===== src/rtl/alu_result_display_pkg.sv =====
// Shared constants for the ALU result display: seven-segment decode table,
// flag bit positions and the active-low blank pattern.
package alu_result_display_pkg;

    // Flag bit positions within the 4-bit flags word.
    localparam int FLAG_ZF = 0;
    localparam int FLAG_CF = 1;
    localparam int FLAG_OF = 2;
    localparam int FLAG_SF = 3;

    // All segments off, decimal point off (active-low).
    localparam logic [7:0] SEG_BLANK = 8'hFF;

    // Hex digit to gfedcba, active-low. Entry 0 sits in the low bits.
    localparam logic [15:0][6:0] SEG_HEX = {
        7'h0E,  // F
        7'h06,  // E
        7'h21,  // d
        7'h46,  // C
        7'h03,  // b
        7'h08,  // A
        7'h10,  // 9
        7'h00,  // 8
        7'h78,  // 7
        7'h02,  // 6
        7'h12,  // 5
        7'h19,  // 4
        7'h30,  // 3
        7'h24,  // 2
        7'h79,  // 1
        7'h40   // 0
    };

endpackage


===== src/rtl/alu_result_display_btn_debounce.sv =====
// Button conditioner: two-flop synchronizer, debounce FSM and a one-cycle
// pulse on the cycle after an accepted press.
//
//   state  | meaning
//   -------+------------------------------------------------
//   S_LOW  | button accepted as released
//   S_HIGH | button accepted as pressed
module btn_debounce #(
    parameter int DEB_CYCLES = 1000000
) (
    input  logic clk,
    input  logic rst_n,
    input  logic btn,
    output logic rise
);

    typedef enum logic {S_LOW = 1'b0, S_HIGH = 1'b1} deb_state_t;

    localparam int CW = (DEB_CYCLES > 2) ? $clog2(DEB_CYCLES) : 1;
    localparam logic [CW-1:0] CNT_MAX = CW'(DEB_CYCLES - 1);

    logic           sync_1;
    logic           sync_2;
    deb_state_t     state;
    deb_state_t     state_prev;
    deb_state_t     state_nxt;
    logic [CW-1:0]  cnt;
    logic [CW-1:0]  cnt_nxt;

    // State register, synchronizer and debounce counter.
    always_ff @(posedge clk) begin
        if (!rst_n) begin
            sync_1     <= 1'b0;
            sync_2     <= 1'b0;
            state      <= S_LOW;
            state_prev <= S_LOW;
            cnt        <= '0;
        end else begin
            sync_1     <= btn;
            sync_2     <= sync_1;
            state      <= state_nxt;
            state_prev <= state;
            cnt        <= cnt_nxt;
        end
    end

    // Toggle only after the synchronized level has disagreed for DEB_CYCLES cycles.
    always_comb begin
        state_nxt = state;
        cnt_nxt   = '0;
        if (sync_2 != (state == S_HIGH)) begin
            if (cnt == CNT_MAX) begin
                state_nxt = (state == S_HIGH) ? S_LOW : S_HIGH;
            end else begin
                cnt_nxt = cnt + 1'b1;
            end
        end
    end

    // Pulse is high during the cycle following the S_LOW -> S_HIGH transition.
    always_comb begin
        rise = (state == S_HIGH) && (state_prev == S_LOW);
    end

endmodule


===== src/rtl/alu_result_display.sv =====
// Captures the ALU result and flags on a debounced button press and shows the
// result as 8 hex digits on a multiplexed seven-segment display.
import alu_result_display_pkg::*;

module alu_result_display #(
    parameter int SCAN_DIV   = 50000,
    parameter int DEB_CYCLES = 1000000
) (
    input  logic        clk,
    input  logic        rst_n,
    input  logic [31:0] result,
    input  logic [3:0]  flags,
    input  logic        cap_btn,
    output logic [7:0]  an,
    output logic [7:0]  seg,
    output logic [3:0]  led,
    output logic        valid
);

    localparam int SW = (SCAN_DIV > 2) ? $clog2(SCAN_DIV) : 1;
    localparam logic [SW-1:0] SCAN_MAX = SW'(SCAN_DIV - 1);

    logic          cap_pulse;
    logic [31:0]   cap_result;
    logic [3:0]    cap_flags;
    logic          valid_q;
    logic [SW-1:0] scan_cnt;
    logic [2:0]    digit_idx;
    logic [3:0]    cur_nib;
    logic [7:0]    an_q;
    logic [7:0]    seg_q;

    btn_debounce #(
        .DEB_CYCLES (DEB_CYCLES)
    ) u_btn_debounce (
        .clk   (clk),
        .rst_n (rst_n),
        .btn   (cap_btn),
        .rise  (cap_pulse)
    );

    // Snapshot result and flags once per accepted press; valid is sticky.
    always_ff @(posedge clk) begin
        if (!rst_n) begin
            cap_result <= '0;
            cap_flags  <= '0;
            valid_q    <= 1'b0;
        end else if (cap_pulse) begin
            cap_result <= result;
            cap_flags  <= flags;
            valid_q    <= 1'b1;
        end
    end

    assign cur_nib = cap_result[{digit_idx, 2'b00} +: 4];

    // Scan timer, digit index and registered anode/segment drive.
    always_ff @(posedge clk) begin
        if (!rst_n) begin
            scan_cnt  <= '0;
            digit_idx <= '0;
            an_q      <= 8'hFE;
            seg_q     <= SEG_BLANK;
        end else begin
            if (scan_cnt == SCAN_MAX) begin
                scan_cnt  <= '0;
                digit_idx <= digit_idx + 3'd1;
            end else begin
                scan_cnt <= scan_cnt + 1'b1;
            end
            an_q  <= ~(8'h01 << digit_idx);
            seg_q <= valid_q ? {1'b1, SEG_HEX[cur_nib]} : SEG_BLANK;
        end
    end

    assign an    = an_q;
    assign seg   = seg_q;
    assign valid = valid_q;
    assign led   = {cap_flags[FLAG_SF], cap_flags[FLAG_OF],
                    cap_flags[FLAG_CF], cap_flags[FLAG_ZF]};

endmodule


===== config.mk =====
export PLATFORM = sky130hd
export DESIGN_NAME = alu_result_display
export DESIGN_NICKNAME = d
export VERILOG_FILES = /design/src/rtl/alu_result_display_pkg.sv /design/src/rtl/alu_result_display_btn_debounce.sv /design/src/rtl/alu_result_display.sv
export SDC_FILE = /design/constraint.sdc
export NUM_CORES = 1
export LEC_CHECK = 0
export BUFFER_PORTS_ARGS = -buffer_cell sky130_fd_sc_hd__buf_4
export CORE_UTILIZATION = 50
export DETAILED_ROUTE_END_ITERATION = 16
export HOLD_SLACK_MARGIN = 0.15
export PLACE_DENSITY_LB_ADDON = 0.2
export SLEW_MARGIN = 20
export SYNTH_ARGS = -nofsm -noshare
export SYNTH_HDL_FRONTEND = slang
export SYNTH_HIERARCHICAL = 1
export SYNTH_SLANG_ARGS = --single-unit

===== constraint.sdc =====
create_clock -name clk -period 3.2 [get_ports clk]
set_clock_uncertainty 0.2 [all_clocks]
set_input_delay 0.32 -clock clk [delete_from_list [all_inputs] [get_ports clk]]
set_output_delay 0.32 -clock clk [all_outputs]
set_load 0.02 [all_outputs]

==> summary.txt, run 1 <==
Run status
  • Outcome: complete, no violations

Routing
  • DR pass1 iterations: 4
  • Metal2 WL: just over 4 mm
  • Max Used Layer: met4
  • Antenna viol nets, final: 0
  • Routed WL: 8.76 mm
  • DR WL met3: 326 um
  • Wire per inst: 14.0 um
  • DRC Markers: 0
  • Via count: roughly 3300
  • Via/cell ratio: 5.24
  • Initial DRC count: 120
  • Met1 wire length: 4.18 mm

Synthesis
  • Sequential element share of the synthesized area: 44.4%
  • Syn avg cell area: a little over 10 um^2
  • Cell Area, Synth: ~0.0043 mm^2
  • Warnings, synthesis: 6
  • Synth Instances: 423
  • #FFs+latches synth: 95
  • Yosys cell types: 57
  • Post-Synthesis Net Count: approximately 480
  • EDFF count, synth: 0
  • Ys flop type: dfxtp_1
  • Fraction of registers with async set/reset: 0%

Critical path
  • R2R setup slack: 0.51 ns
  • Crit Path Class: reg -> reg
  • CP Capture Type: flip-flop
  • Critical path endpoint: seg[3]
  • Reg2Reg Depth: 7
  • Critical Path Start: digit_idx[0]
  • Worst Path Arrival: approximately 2.7 ns
  • R2r endpoint: seg[3]
  • Req. time, crit path: ~3.3 ns
  • RR Startpoint: digit_idx[0]
  • Worst setup SP type: flip-flop
  • Critical path fanouts, max: 9

Pwr
  • Flop pwr share: 56.5%
  • Pwr dens: roughly 390 mW/mm^2
  • Cell internal pwr: 1640 uW
  • P_sw: 464 uW
  • Net Sw Frac: 22.0%
  • Pleak: 0.00193 uW
  • Peak supply drop: ~0.23 mV
  • Combinational power share: under 10%
  • Clk pwr share: 38.5%

Clock tree
  • CTS tree: yes
  • Clk buf depth: 2
  • PostCTS Resize Cnt: 0
  • Setup Buffers After CTS: 0
  • Clock sink count: 95
  • Hold buffers post-CTS: 37
  • Number of buffers created by CTS: 9
  • # H-tree levels: 3
  • Clock slew at reported path FFs: 0.09 ns
  • Root Buffer: clkbuf_8
  • Worst-skew pair later-pin latency: 0.36 ns

Placed design
  • # port buffers: 58
  • Routability cong.: 0.854
  • Cell Area, Placed: 0.00479 mm^2
  • Hpwl dp: 5.97 mm
  • Dpl cells: 571

Worst hold path
  • Hold Crit Start: rst_n
  • Hold Crit Class: in -> reg

Final layout
  • Final cell count without fillers: 624
  • Final nets: 567
  • # diodes: 0
  • Fraction of final layout cells sized beyond drive strength 1: 19.5%
  • Design area: approximately 0.0054 mm^2
  • P&R area growth vs syn: 25.0%

Timing
  • Setup TNS: 0 ns
  • Setup-failing EPs final: 0
  • Tightest Pin Transition: 0.554 ns
  • Slew headroom: between 60 and 70%
  • Final Max Slew Viols: 0
  • Final period util: 84.0%
  • Final Hold Fails: 0
  • Minimum clock period: about 2.7 ns
  • Max Fclk: approximately 370 MHz
  • RSZ-0062 raised after global routing: no

Floorplan
  • Full die area: between 0.008 and 0.009 mm^2
  • CORE AREA: 0.00826 mm^2
  • Die X: between 90 and 100 um
  • Initial Util: 51.9%
  • Rows: 33
  • Chip Height: 94.6 um
  • IO Pins: 60

Global route
  • Largest net degree at the start of global routing: just under 60
  • Initial antenna violation count: 0
  • First-pass GRT wire length: 14.3 mm
  • Vias in the first global route: just under 3000
  • GRT overflow: 0
  • Global Route Usage Sum: 20.6%

Job
  • Max Cap Viol: 0
per-layer routing:
metal  up-vias  GRT usage (%)
met3        11           3.46
li1       1659              -
met4         0           7.58
met1      1517           27.7
met2        81           33.0
met5         -              0
area by class of cell:
type                       count  area [um^2]
clock buffer                  10          138
clock inverter                 6         67.6
fill                         683         2900
inverter                      11         41.3
multi-input combinational    299         2250
sequential                    95         1900
tap                          105          131
timing repair buffer          98          828
power by group through the flow:
stage	registers, uW	logic, uW	clock network (uW)
after floorplan	1220	26.1	0
after global placement	1220	67.5	0
after detailed placement	1220	68.2	0
after CTS	1190	104	831
after global routing	1190	111	886
final	1190	105	812
cells in the final DEF, fill, tap and decap left out, types with 2 or more instances in the layout:
| cell type | count |
|---|---|
| or4_1 | 2 |
| clkinvlp_4 | 2 |
| mux4_2 | 6 |
| inv_2 | 3 |
| o211ai_1 | 2 |
| buf_4 | 61 |
| and4_1 | 4 |
| nand2_1 | 19 |
| mux2i_1 | 41 |
| xnor2_1 | 13 |
| o21ai_0 | 5 |
| nor3_1 | 3 |
| nor2b_1 | 39 |
| a31oi_1 | 3 |
| mux2_2 | 2 |
| o31ai_1 | 2 |
| a21oi_1 | 11 |
| ha_1 | 14 |
| o21ai_1 | 4 |
| dlygate4sd3_1 | 37 |
| xor2_1 | 15 |
| dfxtp_1 | 95 |
| and3_1 | 8 |
| nor2_1 | 38 |
| nor4_1 | 3 |
| inv_1 | 8 |
| or3_1 | 2 |
| nand3_1 | 19 |
| nor4b_1 | 2 |
| and2_1 | 6 |
| mux2i_4 | 2 |
| clkbuf_8 | 10 |
| nand4_1 | 10 |
cell usage after synthesis, types with 2 or more instances:
master	number	area, um^2
mux2i_1	41	410
or4_1	2	15.0
nor2_1	38	143
mux2_2	2	22.5
nand3_1	19	95.1
dfxtp_1	95	1900
nor2b_1	40	250
clkbuf_1	7	26.3
mux2i_4	2	45.0
nor3_1	3	15.0
o21ai_1	4	20.0
nand2_1	19	71.3
and2_1	6	37.5
nor4b_1	2	17.5
a21oi_1	11	55.1
buf_4	2	15.0
o31ai_1	2	15.0
mux4_2	6	135
o211ai_1	2	15.0
or3_1	2	12.5
and3_1	8	50.1
o21ai_0	5	25.0
and4_1	4	35.0
xor2_1	15	131
nor4_1	3	18.8
buf_2	6	30.0
xnor2_1	13	114
nand4_1	10	62.6
a31oi_1	3	18.8
buf_6	2	22.5
inv_1	8	30.0
ha_1	14	175
inv_2	3	11.3
stage by stage:
step	hold WS (ns)	power (uW)	utilization [%]	setup WS, ns
after floorplan	0.212	1240	-	0.805
after global placement	0.216	1280	58.0	0.660
after CTS	0.163	2120	64.9	0.520
after global routing	0.198	2190	64.9	0.340
after detailed placement	0.223	1290	58.0	0.532
final	0.175	2110	64.9	0.513
kinds of logic (layout without fill, tap and decap cells):
logic type / Yosys count / in the layout / synth area share (%)
AO/OA/AOI/OAI: 39 / 39 / 6.42
XOR/XNOR: 28 / 28 / 5.72
adder cells (fa/ha/maj): 14 / 14 / 4.09
buffers and inverters: 29 / 125 / 3.27
flip-flops: 95 / 95 / 44.4
multiplexers: 53 / 53 / 15.0
other: 1 / 1 / 0.0875
AND/OR/NAND/NOR: 164 / 164 / 21.1
worst min path at each step:
stage	slack, ns	to	depth (start not counted)
6_report	0.18	an[3]	2
5_1_grt	0.20	an[3]	2
4_1_cts	0.16	an[3]	2
3_5_place_dp	0.22	u_btn_debounce/sync_2	1
3_3_place_gp	0.22	u_btn_debounce/sync_2	1
2_1_floorplan	0.21	u_btn_debounce/sync_2	1
worst max-delay path, cell delays in order, from the launching register on:
cell,delay (ns)
dfxtp_1,0.66
mux4_2,0.60
mux2i_2,0.32
inv_2,0.10
ha_1,0.23
o21ai_1,0.07
o21ai_0,0.09
a211o_1,0.29
flip-flops by register name (all words and copies together) (netlist names), 3 cells and up:
name / flops
led: 4
seg: 7
scan_cnt: 16
u_btn_debounce/cnt: 20
digit_idx: 3
an: 8
cap_result: 32
Note: power is estimated with default switching activity, not from simulation.
==> run 2: changes to the inputs <==
--- a/config.mk
+++ b/config.mk
@@ -5,6 +5,7 @@
 export SDC_FILE = /design/constraint.sdc
 export NUM_CORES = 1
 export LEC_CHECK = 0
+export ABC_AREA = 1
 export BUFFER_PORTS_ARGS = -buffer_cell sky130_fd_sc_hd__buf_4
 export CORE_UTILIZATION = 50
 export DETAILED_ROUTE_END_ITERATION = 16
==> constraint.sdc (replaced) <==
create_clock -name clk -period 2.8 [get_ports clk]
set_clock_uncertainty 0.2 [all_clocks]
set_input_delay 0.28 -clock clk [delete_from_list [all_inputs] [get_ports clk]]
set_output_delay 0.28 -clock clk [all_outputs]
set_load 0.02 [all_outputs]
==> run 2 against run 1 <==
Synthesized area grew 3.2%. Count of clock-buffer cells in the layout rose by 1. Worst hold slack improved by 0.042 ns. Non-clock buffer count up 1. Synthesized cell count grew 43%. Highest routed layer unchanged. Sequential share of layout area is 0.90 points lower. Cell count increased by 29%. Via count is 22% higher. Global-route usage increased by 1.5 points. Sequential power increased by 14%. First-iteration DRC count increased by 54%. Utilization up 0.70 points.
==> summary.txt, run 2 <==
Placed design
  • Routability cong.: 0.854
  • Hpwl dp: 6.55 mm
  • # port buffers: between 50 and 60

Global route
  • Vias in the first global route: 3600
  • Global Route Usage Sum: 22.0%
  • Initial antenna violation count: 0
  • First-pass GRT wire length: 15.9 mm
  • Largest net degree at the start of global routing: 61
  • GRT overflow: 0

Final layout
  • Reg area: 0.00190 mm^2
  • Fraction of final layout cells sized beyond drive strength 1: 15.1%
  • Most frequent cells in the layout: 117 x nand2_1, 95 x dfxtp_1, 83 x nor2_1
  • Flip-flop count of the largest register after layout: 32
  • Multi-input logic area: 0.00211 mm^2
  • # diodes: 0
  • Top reg by flops: cap_result
  • Final nets: 750
  • Largest regs: cap_result x32, u_btn_debounce/cnt x20, scan_cnt x16
  • Commonest non-fill, non-tap cell in the layout: nand2_1
  • P&R area growth vs syn: 24.3%
  • Filler cells: 737

Routing
  • DRC Markers: 0
  • Routed WL: 9.30 mm
  • Max Used Layer: met4
  • Antenna viol nets, final: 0
  • DR WL met3: 427 um
  • Wire per inst: 11.5 um
  • Via count: 3985
  • Initial DRC count: around 190
  • DR pass1 iterations: 5
  • Metal2 WL: 4.13 mm
  • Met1 wire length: about 4.6 mm
  • Via/cell ratio: 4.94

Synthesis
  • Synth Instances: 606
  • Top cells by count, synth: 117 x nand2_1, 95 x dfxtp_1, 83 x nor2_1, 72 x inv_1, 49 x nand3_1
  • Count leader, synth: nand2_1
  • Yosys top cell area share: 43.0%
  • Synth Area in Adders: 3.96%
  • Yosys cell types: 34
  • Post-Synth XOR/XNOR Area: 2.37%
  • EDFF count, synth: 0
  • Ys flop type: dfxtp_1
  • Mux cell area share after synthesis: 0%
  • Post-Synthesis Net Count: 659
  • #FFs+latches synth: 95
  • Area share of and/or/nand/nor cells after synthesis: a little under a third
  • Top cells by area, synth: dfxtp_1 43%, nand2_1 9.9%, nor2_1 7.0%, inv_1 6.1%, nand3_1 5.5%
  • Warnings, synthesis: 6
  • Area leader, netlist: dfxtp_1
  • Cell Area, Synth: 0.00443 mm^2
  • Sequential element share of the synthesized area: 43.0%
  • Syn avg cell area: 7.30 um^2
  • Post-synthesis compound-gate area fraction: 11.0%
  • Fraction of registers with async set/reset: 0%
  • Combinational family with the most area after synthesis: simple AND/OR/NAND/NOR gates

Critical path
  • Critical path fanouts, max: 13
  • Worst setup SP type: flip-flop
  • CP Buf/Inv Count: 2
  • Req. time, crit path: 2.85 ns
  • Critical-path cell list: inv_2 -> nand3_1 -> nand2_1 -> o21ai_2 -> inv_1 -> ha_1 -> nand3_1 -> nand2_1 -> nand2_1 -> nand3_1
  • CP max stage cell: dfxtp_1
  • Critical Path Start: digit_idx[1]
  • Worst Path Arrival: between 2 and 2.5 ns
  • RR Startpoint: digit_idx[1]
  • Crit Path Class: reg -> reg
  • CP max stage delay: 0.61 ns
  • Largest delay share family, worst path: flip-flops
  • CP Capture Type: flip-flop

Timing
  • RSZ-0062 raised after global routing: no
  • Minimum clock period: roughly 2.2 ns
  • Final period util: 79.5%
  • Max Fclk: about 450 MHz
  • Final Max Slew Viols: 0
  • Setup TNS: 0 ns
  • WHS: 0.218 ns
  • Final Hold Fails: 0
  • Setup-failing EPs final: 0

Floorplan
  • CORE AREA: 0.00838 mm^2
  • Rows: 33
  • Die X: 96.1 um
  • Chip Height: 96.1 um
  • Full die area: a little over 0.009 mm^2
  • Initial Util: 52.8%
  • IO Pins: 60

Worst hold path
  • Hold Crit Start: u_btn_debounce/sync_1
  • Hold Crit Class: reg -> reg

Clock tree
  • PostCTS Resize Cnt: 0
  • CTS tree: yes
  • Clk buf depth: 2
  • Clock sink count: 95
  • # H-tree levels: 3
  • Clock slew at reported path FFs: ~0.090 ns
  • Root Buffer: clkbuf_8
  • Hold buffers post-CTS: 38
  • Worst-skew pair later-pin latency: approximately 0.36 ns
  • Setup Buffers After CTS: 0
  • Number of buffers created by CTS: 9

Pwr
  • Pwr dens: 446 mW/mm^2
  • Peak supply drop: 0.308 mV
  • Pleak: 0.00222 uW

Job
  • Max Cap Viol: 0

Run status
  • Outcome: complete, no violations
==> run 2: routing by layer <==
layer  global-route usage, %  up-vias
li1                        -     2100
met1                    29.8     1782
met2                    34.9       89
met3                    3.63       14
met4                    8.58        0
met5                       0        -
==> run 2: path summary, 6_finish.rpt <==
| kind | end | slack, ns | depth (start not counted) |
|---|---|---|---|
| worst max-delay path | seg[3] | 0.57 | 10 |
| worst min-delay path | u_btn_debounce/sync_2 | 0.22 | 2 |
| worst max register to register | seg[3] | 0.57 | 10 |
| worst min register to register | u_btn_debounce/sync_2 | 0.22 | 2 |
==> run 2: area by class of cell <==
class / instances / area share [%]
inverter: 79 / 5.39
sequential: 95 / 34.6
clock inverter: 4 / 1.27
multi-input combinational: 413 / 38.3
clock buffer: 11 / 2.57
timing repair buffer: 99 / 15.5
tap: 105 / 2.39
==> run 2: through the flow <==
stage                     cells  util [%]  area (um^2)  setup slack (ns)  power, uW
final                       806      65.6         5500             0.573       2450
after global routing        806      65.6         5500             0.324       2550
after CTS                   806      65.6         5500             0.586       2470
after detailed placement    753      58.6         4910             0.589       1470
after global placement      753      58.6         4910             0.703       1470
after floorplan             606         -         4430             0.946       1420
==> run 2: cell families after synthesis <==
kind of cell,Yosys count
AND/OR/NAND/NOR,293
AO/OA/AOI/OAI,93
adder cells (fa/ha/maj),14
flip-flops,95
XOR/XNOR,12
other,1
buffers and inverters,98
==> run 2: worst reg2reg max path: cells and delay by family (launching register included) <==
family                   cells  cell delay [ns]
flip-flops                   1             0.61
AND/OR/NAND/NOR              6             0.49
AO/OA/AOI/OAI                1             0.27
adder cells (fa/ha/maj)      1             0.24
buffers and inverters        2             0.32
==> run 2: power by group <==
group	internal (uW)	total [uW]	leakage [uW]	switching, uW
Combinational	77.3	121	0.00135	43.9
Sequential	1350	1360	0.000767	2.79
Clock	520	975	0.000109	455
Total	1950	2450	0.00222	502
